==> src/rtl/result_history.sv <==
// ============================================================================
// Module   : result_history
// Purpose  : Circular history of ALU results feeding the 7-segment decoder,
//            browsed with debounced prev/next/live buttons.
//            Optional macro RESULT_HISTORY_DEDUP_EN drops repeats of newest.
// Revision : 1.0  initial release
// ============================================================================
`default_nettype none

module result_history #(
  parameter int DEPTH           = 8,
  parameter int DEBOUNCE_CYCLES = 50000,
  parameter int WIDTH           = 32
) (
  input  logic                     clk,
  input  logic                     rst,
  input  logic [WIDTH-1:0]         result_in,
  input  logic                     result_valid,
  input  logic                     btn_prev,
  input  logic                     btn_next,
  input  logic                     btn_live,
  output logic [WIDTH-1:0]         disp_value,
  output logic [$clog2(DEPTH)-1:0] disp_offset,
  output logic                     live_mode,
  output logic [$clog2(DEPTH):0]   count
);

  localparam int c_aw = $clog2(DEPTH);
  localparam int c_cw = $clog2(DEBOUNCE_CYCLES + 1);
  localparam logic [c_cw-1:0] c_db_last   = c_cw'(DEBOUNCE_CYCLES - 1);
  localparam logic [c_aw:0]   c_depth_cnt = (c_aw + 1)'(DEPTH);
  localparam logic [c_aw:0]   c_two       = (c_aw + 1)'(2);
  localparam logic [c_aw-1:0] c_off_max   = c_aw'(DEPTH - 1);

  logic [WIDTH-1:0] r_buf [DEPTH];
  logic [c_aw-1:0]  r_wr_ptr;
  logic [c_aw:0]    r_count;
  logic [c_aw-1:0]  r_offset;
  logic             r_live;
  logic [WIDTH-1:0] r_disp;

  logic [2:0]       w_raw;
  logic [2:0]       w_press;   // {live, next, prev}
  logic             w_wr_en;
  logic [c_aw-1:0]  w_ptr_n;
  logic [c_aw:0]    w_cnt_n;
  logic [c_aw-1:0]  w_off_n;
  logic             w_live_n;
  logic [c_aw-1:0]  w_rd_idx;
  logic [WIDTH-1:0] w_disp_n;

  assign w_raw = {btn_live, btn_next, btn_prev};

  generate
    for (genvar gi = 0; gi < 3; gi++) begin : g_btn
      logic            r_s1;
      logic            r_s2;
      logic            r_lvl;
      logic            r_lvl_d;
      logic [c_cw-1:0] r_cnt;

      always_ff @(posedge clk) begin
        if (rst) begin
          r_s1    <= 1'b0;
          r_s2    <= 1'b0;
          r_lvl   <= 1'b0;
          r_lvl_d <= 1'b0;
          r_cnt   <= '0;
        end else begin
          r_s1    <= w_raw[gi];
          r_s2    <= r_s1;
          r_lvl_d <= r_lvl;
          // A new level is taken only after an unbroken run of differing samples.
          if (r_s2 == r_lvl) begin
            r_cnt <= '0;
          end else if (r_cnt == c_db_last) begin
            r_cnt <= '0;
            r_lvl <= r_s2;
          end else begin
            r_cnt <= r_cnt + c_cw'(1);
          end
        end
      end

      assign w_press[gi] = r_lvl & ~r_lvl_d;
    end
  endgenerate

`ifdef RESULT_HISTORY_DEDUP_EN
  assign w_wr_en = result_valid &&
                   !((r_count != '0) && (result_in == r_buf[r_wr_ptr - c_aw'(1)]));
`else
  assign w_wr_en = result_valid;
`endif

  // Write is applied first; the press then sees the post-write count/offset.
  always_comb begin
    w_ptr_n  = r_wr_ptr;
    w_cnt_n  = r_count;
    w_off_n  = r_offset;
    w_live_n = r_live;
    if (w_wr_en) begin
      w_ptr_n = r_wr_ptr + c_aw'(1);
      if (r_count != c_depth_cnt) w_cnt_n = r_count + (c_aw + 1)'(1);
      if (!r_live && (r_offset != c_off_max)) w_off_n = r_offset + c_aw'(1);
    end
    if (w_press[2]) begin
      w_live_n = 1'b1;
      w_off_n  = '0;
    end else if (w_press[0] ^ w_press[1]) begin
      if (w_press[0]) begin
        if (w_live_n) begin
          if (w_cnt_n >= c_two) begin
            w_live_n = 1'b0;
            w_off_n  = c_aw'(1);
          end
        end else if ({1'b0, w_off_n} < (w_cnt_n - (c_aw + 1)'(1))) begin
          w_off_n = w_off_n + c_aw'(1);
        end
      end else if (!w_live_n) begin
        w_off_n = w_off_n - c_aw'(1);
        if (w_off_n == '0) w_live_n = 1'b1;
      end
    end
  end

  // The slot being written this cycle is bypassed from result_in.
  always_comb begin
    w_rd_idx = w_ptr_n - c_aw'(1) - w_off_n;
    if (w_cnt_n == '0)
      w_disp_n = '0;
    else if (w_wr_en && (w_rd_idx == r_wr_ptr))
      w_disp_n = result_in;
    else
      w_disp_n = r_buf[w_rd_idx];
  end

  always_ff @(posedge clk) begin
    if (w_wr_en) r_buf[r_wr_ptr] <= result_in;
  end

  always_ff @(posedge clk) begin
    if (rst) begin
      r_wr_ptr <= '0;
      r_count  <= '0;
      r_offset <= '0;
      r_live   <= 1'b1;
      r_disp   <= '0;
    end else begin
      r_wr_ptr <= w_ptr_n;
      r_count  <= w_cnt_n;
      r_offset <= w_off_n;
      r_live   <= w_live_n;
      r_disp   <= w_disp_n;
    end
  end

  assign disp_value  = r_disp;
  assign disp_offset = r_offset;
  assign live_mode   = r_live;
  assign count       = r_count;

endmodule

`default_nettype wire

==> config.mk <==
export PLATFORM = sky130hd
export DESIGN_NAME = result_history
export DESIGN_NICKNAME = d
export VERILOG_FILES = /design/src/rtl/result_history.sv
export SDC_FILE = /design/constraint.sdc
export NUM_CORES = 1
export LEC_CHECK = 0
export CAP_MARGIN = 20
export CORE_UTILIZATION = 30
export DETAILED_ROUTE_END_ITERATION = 7
export SETUP_SLACK_MARGIN = 0.2
export SKIP_LAST_GASP = 1
export SYNTH_ARGS = -nofsm -noshare
export SYNTH_HDL_FRONTEND = slang
export SYNTH_SLANG_ARGS = --single-unit
==> constraint.sdc <==
create_clock -name clk -period 8.3 [get_ports clk]
set_clock_uncertainty 0.1 [all_clocks]
set_input_delay 1.66 -clock clk [delete_from_list [all_inputs] [get_ports clk]]
set_output_delay 1.66 -clock clk [all_outputs]
set_load 0.01 [all_outputs]
==> key figures, run 1 <==
Status
  – Status: complete, no violations

Synthesis
  – Ys Warns: 0
  – Async SR Flop Fraction: 0%
  – Synth area leader: edfxtp_1
  – Post-Syn Area: 15,400 µm²
  – Largest cells by area after synthesis: edfxtp_1 50%, dfxtp_1 13%, mux4_2 9.4%
  – Most common cell in the synthesized netlist: edfxtp_1
  – Synth cell types: 60
  – Syn avg cell area: approximately 15 µm²
  – Syn Inst Count: 1,040
  – Synth Flop Type: edfxtp_1
  – Sequential share of the synthesized area: 63.4%
  – Yosys reg bits: 359
  – Syn_nets: 1,093
  – Post-synth top area share: between 50% and 60%
  – Number of flops mapped to enable cells by yosys: approximately 260
  – Most frequent cells after synthesis: 256 x edfxtp_1, 149 x nor2_1, 103 x dfxtp_1, 64 x mux4_2, 40 x mux2i_1

Floorplan
  – Core Box Area: about 50,000 µm²
  – Die width: around 230 µm
  – Chip height: 228 µm
  – Ports: 78
  – Die area: 52,200 µm²
  – Initial cell density of the core: 30.5%
  – Num rows: 82

Detailed routing
  – Final WL: ~34,000 µm
  – Vias: around 9k
  – Initial DRC count: 602
  – Drt via density: 4.82
  – Drt first pass iters: 7
  – Number of remaining DRC errors: 0
  – DR WL/cell: approximately 19 µm
  – ANT nets after route: 0

Global routing
  – GR Overflow Total: 0
  – Vias in the first global route: 9,052
  – Met1 GRT Util: roughly 17%
  – Total GRT Usage: 13.2%
  – Met3 global-route usage: 2.69%
  – First-pass GRT wire length: 53,000 µm
  – GR Util met2: 22.1%
  – Maximum number of pins on one net before global-route repair: 65
  – Initial antenna violation count: 0
  – Most Crowded Layer GR: met2

Worst setup path
  – R2r worst-path depth: 24
  – Reg2reg start: count[0]$_SDFF_PP0_
  – Crit Path Max Fanout: 16
  – WP data required: 8.69 ns
  – Arr. time, crit path: 7.51 ns
  – Reg-to-Reg End: disp_value[13]$_SDFF_PP0_
  – Worst R2R Setup Slack: 2.24 ns
  – Setup CP Type: in -> reg
  – CP Capture Type: register
  – Crit path launch type: primary input

STA
  – F_max: 141 MHz
  – Setup violations, final: 0
  – Fin crit share: 85.7%
  – Final hold vios: 0
  – Setup TNS: 0 ns
  – Slew at the pin closest to its max-slew limit: 0.806 ns
  – Max-slew headroom: 46.3%
  – Crit path setup slack, layout: 1.19 ns
  – Minimum clock period: 7.11 ns
  – Count of final max-slew check failures: 0
  – RSZ-0062 raised after global routing: false

Placed design
  – RD Place Congestion: between 0.7 and 0.8
  – DP HPWL: around 20,000 µm
  – Area of placed instances: roughly 17,000 µm²
  – PortBufs: 77
  – Placement-stage worst setup slack: around 0.66 ns

Finish
  – Post-layout util: 36.4%
  – Final Cell Area: 18,400 µm²
  – Footprint of the multi-input gates: 5400 µm²
  – Reg area: 9750 µm²
  – Fill cells: roughly 4.7k
  – Nets: 1,181
  – Area Overhead vs Synth: 19.4%
  – Antenna cells: 0
  – Fraction of layout cells with a size suffix above 1: 22.6%

Clock tree
  – H-tree depth: 2
  – Sink Count: about 360
  – CTS resizes: 0
  – TritonCTS buffer count: 40
  – Clock Path Buffers: 3
  – Root buf cell: clkbuf_16
  – Clk_lat worst skew: 0.55 ns
  – Clock slew at reported path FFs: 0.06 ns
  – CTS tree: done
  – # hold bufs at CTS: 0
  – Postcts setup bufs: 0

Min path
  – Hold wc startpoint: g_btn[0].r_s1$_SDFF_PP0_
  – WHS Path Cells: 1
  – Hold path endpoint: g_btn[0].r_s2$_SDFF_PP0_
  – Hold Path Class: reg -> reg

Power
  – PwrDens: 243 nW/µm²
  – Final total power: between 0.004 and 0.005 W
  – IR drop worst, VDD: 0.000148 V
  – Leak pwr: 5.97 nW

Run
  – Max-Cap Viols: 0
sequential cells by signal (all words and copies together) (netlist names):
signal,cells
g_btn.r_lvl_d,3
count,4
g_btn.r_cnt,48
disp_offset,3
g_btn.r_s1,3
g_btn.r_s2,3
r_buf,256
r_wr_ptr,3
g_btn.r_lvl,3
disp_value,32
live_mode,1
cell families (layout without fill, tap and decap cells):
family / after synthesis / count (layout) / synth area share (%)
AND/OR/NAND/NOR: 302 / 302 / 9.31
adder cells (fa/ha/maj): 15 / 15 / 1.27
multiplexers: 138 / 138 / 15.2
AO/OA/AOI/OAI: 98 / 98 / 5.40
buffers and inverters: 71 / 189 / 2.03
XOR/XNOR: 57 / 57 / 3.42
flip-flops: 359 / 359 / 63.4
routing by layer:
layer | wire length, µm | part of all wire (%)
met3 | 1730 | 5.0
met1 | 15000 | 44
met2 | 16800 | 49
met5 | 0 | 0
met4 | 749 | 2.2
how the worst max path moves through the flow:
stage / start / depth (start not counted) / to / slack, ns
5_1_grt: result_valid / 23 / disp_value[13]$_SDFF_PP0_ / 0.90
4_1_cts: result_valid / 23 / disp_value[13]$_SDFF_PP0_ / 1.20
6_report: result_valid / 23 / disp_value[13]$_SDFF_PP0_ / 1.19
2_1_floorplan: result_valid / 18 / disp_value[0]$_SDFF_PP0_ / 2.02
3_3_place_gp: result_valid / 23 / disp_value[13]$_SDFF_PP0_ / 0.77
3_5_place_dp: result_valid / 23 / disp_value[13]$_SDFF_PP0_ / 0.66
critical path: stages:
cell	delay (ns)
clkdlybuf4s50_1	0.56
nor2b_1	0.24
a211oi_4	0.49
nand2_1	0.13
xnor2_1	0.19
ha_1	0.26
o21ai_0	0.08
a31oi_1	0.09
o211a_1	0.29
a221o_1	0.30
a221oi_1	0.29
a311o_1	0.25
ha_4	0.15
inv_1	0.04
fa_4	0.78
xor2_1	0.14
and3_2	0.30
nand2b_2	0.19
buf_4	0.29
nor3_1	0.08
o21a_1	0.20
a311oi_1	0.31
o211a_1	0.19
placed cells by master (no fill, tap or decap), types with 3 or more instances in the layout:
| cell | instances |
|---|---|
| o211ai_1 | 3 |
| mux2_4 | 28 |
| nor3_1 | 10 |
| clkbuf_8 | 11 |
| mux2_2 | 5 |
| clkdlybuf4s50_1 | 77 |
| a21oi_1 | 5 |
| inv_1 | 16 |
| nand4_1 | 11 |
| ha_1 | 13 |
| nand3_1 | 24 |
| a211oi_2 | 28 |
| nor2_1 | 143 |
| nand2_1 | 28 |
| buf_4 | 21 |
| clkbuf_16 | 42 |
| dfxtp_1 | 103 |
| nor4_1 | 3 |
| a31oi_1 | 3 |
| or2_2 | 31 |
| clkinv_2 | 6 |
| nor4b_1 | 5 |
| mux4_2 | 64 |
| clkbuf_1 | 9 |
| or3_1 | 5 |
| a211oi_1 | 4 |
| mux2i_1 | 40 |
| o21ai_0 | 35 |
| xnor2_1 | 30 |
| xor2_1 | 25 |
| edfxtp_1 | 256 |
| nor2b_1 | 16 |
| nand2b_1 | 6 |
| and3_1 | 3 |
| nor2_4 | 6 |
power by group:
| part | total (W) | internal [W] | switching (W) |
|---|---|---|---|
| clock network | 0.00176 | 0.00106 | 0.000701 |
| logic | 0.000682 | 0.000334 | 0.000349 |
| registers | 0.00202 | 0.00199 | 0.0000305 |
| total | 0.00446 | 0.00338 | 0.00108 |
area by class of cell:
cell class              count  area share, %
flip-flops and latches    359           53.1
multi-input cells         610           29.4
clock buffers              62           6.73
repair buffers            100           5.28
well taps                 672           4.58
clock inverters            10          0.511
inverters                  17          0.354
metrics by stage:
stage	hold slack, ns	instances
6_report	0.354	1830
4_1_cts	0.356	1830
3_3_place_gp	0.341	1758
3_5_place_dp	0.344	1758
5_1_grt	0.367	1830
2_1_floorplan	0.314	1040
No activity file was read; power rests on OpenSTA's default activity.
==> run 2: changes to the inputs <==
Settings changed: CORE_ASPECT_RATIO set to 1.4.
==> key figures, run 2 (synthesis results as in run 1) <==
Status
  – Status: finished, violations left
  – Failing checks: DRC

Placed design
  – PortBufs: 77
  – Area of placed instances: between 15,000 and 20,000 µm²
  – DP HPWL: 19,900 µm
  – RD Place Congestion: 0.760

Clock tree
  – TritonCTS buffer count: 39
  – Root buf cell: clkbuf_16
  – Sink Count: 359
  – CTS resizes: 0
  – CTS tree: done
  – Clk_lat worst skew: about 0.56 ns
  – Clock Path Buffers: 3
  – Clock slew at reported path FFs: 0.06 ns
  – Postcts setup bufs: 0
  – H-tree depth: 2
  – # hold bufs at CTS: 0

Worst setup path
  – Worst R2R Setup Slack: 2.30 ns
  – CP Capture Type: register
  – Arr. time, crit path: 7.63 ns
  – Crit-path max cell delay: roughly 0.83 ns
  – Reg2reg start: count[0]$_SDFF_PP0_
  – Reg-to-Reg End: disp_value[24]$_SDFF_PP0_
  – WP data required: 8.67 ns
  – Crit Path Max Fanout: 32
  – Crit path cell chain: clkdlybuf4s50_1, nor3b_2, mux2_1, ha_1, o21ai_0, a31oi_1, o211a_1, a221o_1, a221oi_1, a311o_1, ha_4, inv_1, fa_4, xor2_1, and3_2, nand2b_1, mux2_2, o21ai_0, a211oi_2
  – Crit path launch type: primary input
  – Setup CP Type: in -> reg
  – R2r worst-path depth: 22
  – CP most frequent cell: o21ai_0
  – Critical-path top delay cell: clkdlybuf4s50_1

Detailed routing
  – Number of remaining DRC errors: 5
  – DR WL/cell: roughly 19 µm
  – Final WL: 34,200 µm
  – ANT nets after route: 0
  – Drt via density: 4.89
  – Initial DRC count: 501
  – Vias: 8,799
  – Drt first pass iters: 7

Power
  – Psw: 0.00110 W
  – Power share of the clock group: 40.1%
  – Sequential power share: between 40% and 50%
  – Leak pwr: 5.98 nW
  – Sw Share: 24.5%
  – PwrDens: 245 nW/µm²
  – IR drop worst, VDD: 0.000146 V
  – Logic pwr share: approximately 15%
  – P_int: around 0.0034 W

STA
  – Minimum clock period: approximately 7.3 ns
  – Count of final max-slew check failures: 0
  – Setup TNS: 0 ns
  – Fin crit share: 87.4%
  – RSZ-0062 raised after global routing: false
  – Slew at the pin closest to its max-slew limit: 0.999 ns
  – F_max: between 100 and 150 MHz
  – Setup violations, final: 0
  – Final hold vios: 0
  – Max-slew headroom: 33.4%

Finish
  – Max reg flops: between 200 and 300
  – Area Overhead vs Synth: 19.5%
  – Antenna cells: 0
  – Most frequent cells in the layout: 256 x edfxtp_1, 143 x nor2_1, 103 x dfxtp_1
  – Most common cell after layout, fill and taps aside: edfxtp_1
  – Final Cell Area: 18,400 µm²
  – Fill cells: 4,672
  – Nets: 1,178
  – Fraction of layout cells with a size suffix above 1: 22.6%
  – Biggest register: r_buf

Global routing
  – Total GRT Usage: approximately an eighth
  – GR Overflow Total: 0
  – Initial antenna violation count: 0
  – First-pass GRT wire length: approximately 53,000 µm
  – Vias in the first global route: roughly 9k
  – Maximum number of pins on one net before global-route repair: 66

Floorplan
  – Num rows: 97
  – Die area: 52,200 µm²
  – Ports: 78
  – Core Box Area: 50,400 µm²
  – Chip height: 270 µm
  – Die width: 193 µm
  – Initial cell density of the core: 30.5%

Min path
  – Hold Path Class: reg -> reg
  – Hold path endpoint: g_btn[0].r_s2$_SDFF_PP0_
  – Hold wc startpoint: g_btn[0].r_s1$_SDFF_PP0_
  – WHS Path Cells: 1

Run
  – Max-Cap Viols: 0
-- run 2: worst max-delay path by stage --
| stage | from | end | slack, ns | cells past startpoint |
|---|---|---|---|---|
| after floorplan | result_valid | disp_value[0]$_SDFF_PP0_ | 2.02 | 18 |
| after global placement | result_valid | disp_value[11]$_SDFF_PP0_ | 0.63 | 21 |
| after detailed placement | result_valid | disp_value[24]$_SDFF_PP0_ | 0.52 | 19 |
| after CTS | result_valid | disp_value[24]$_SDFF_PP0_ | 1.10 | 19 |
| after global routing | result_valid | disp_value[27]$_SDFF_PP0_ | 0.75 | 21 |
| final | result_valid | disp_value[24]$_SDFF_PP0_ | 1.04 | 19 |
-- run 2: metal layers --
| layer | global-route usage, % | up-vias | share of wire, % |
|---|---|---|---|
| met2 | 23.2 | 179 | 50 |
| met1 | 16.3 | 4504 | 43 |
| li1 | - | 4056 | - |
| met4 | 4.67 | 0 | 2.5 |
| met5 | 0 | - | 0 |
| met3 | 2.61 | 60 | 4.0 |
-- run 2: final cells by class --
cell class / count / area, µm² / area share (%)
Sequential cell: 359 / 9750 / 53.1
Multi-Input combinational cell: 610 / 5400 / 29.4
Clock buffer: 50 / 1080 / 5.87
Timing Repair Buffer: 98 / 1010 / 5.50
Tap cell: 643 / 805 / 4.38
Clock inverter: 22 / 265 / 1.44
Inverter: 17 / 65.1 / 0.354
-- run 2: power by group through the flow --
stage | logic [W] | registers [W] | clock network (W)
after detailed placement | 0.000701 | 0.00205 | 0
after global placement | 0.000687 | 0.00205 | 0
after global routing | 0.000744 | 0.00202 | 0.00192
after CTS | 0.000706 | 0.00201 | 0.00186
after floorplan | 0.000458 | 0.00205 | 0
final | 0.000691 | 0.00201 | 0.00181
-- run 2: critical path: cells and delay by family --
| family | cells | cell delay (ns) |
|---|---|---|
| compound gates | 8 | 1.79 |
| fa+ha+maj | 3 | 1.23 |
| mux | 2 | 1.19 |
| xor+xnor | 1 | 0.07 |
| buf+inv | 2 | 0.87 |
| simple gates | 3 | 0.78 |
-- run 2: through the flow --
step                utilization, %  total power (W)  setup WS, ns  hold slack (ns)  std cells
floorplan                        -          0.00251          2.02            0.314       1040
finish                        36.5          0.00451          1.04            0.343       1799
CTS                           36.5          0.00458          1.10            0.356       1799
detailed placement            33.8          0.00275         0.521            0.338       1727
global placement              33.8          0.00274         0.630            0.318       1726
global route                  36.5          0.00468         0.750            0.364       1799
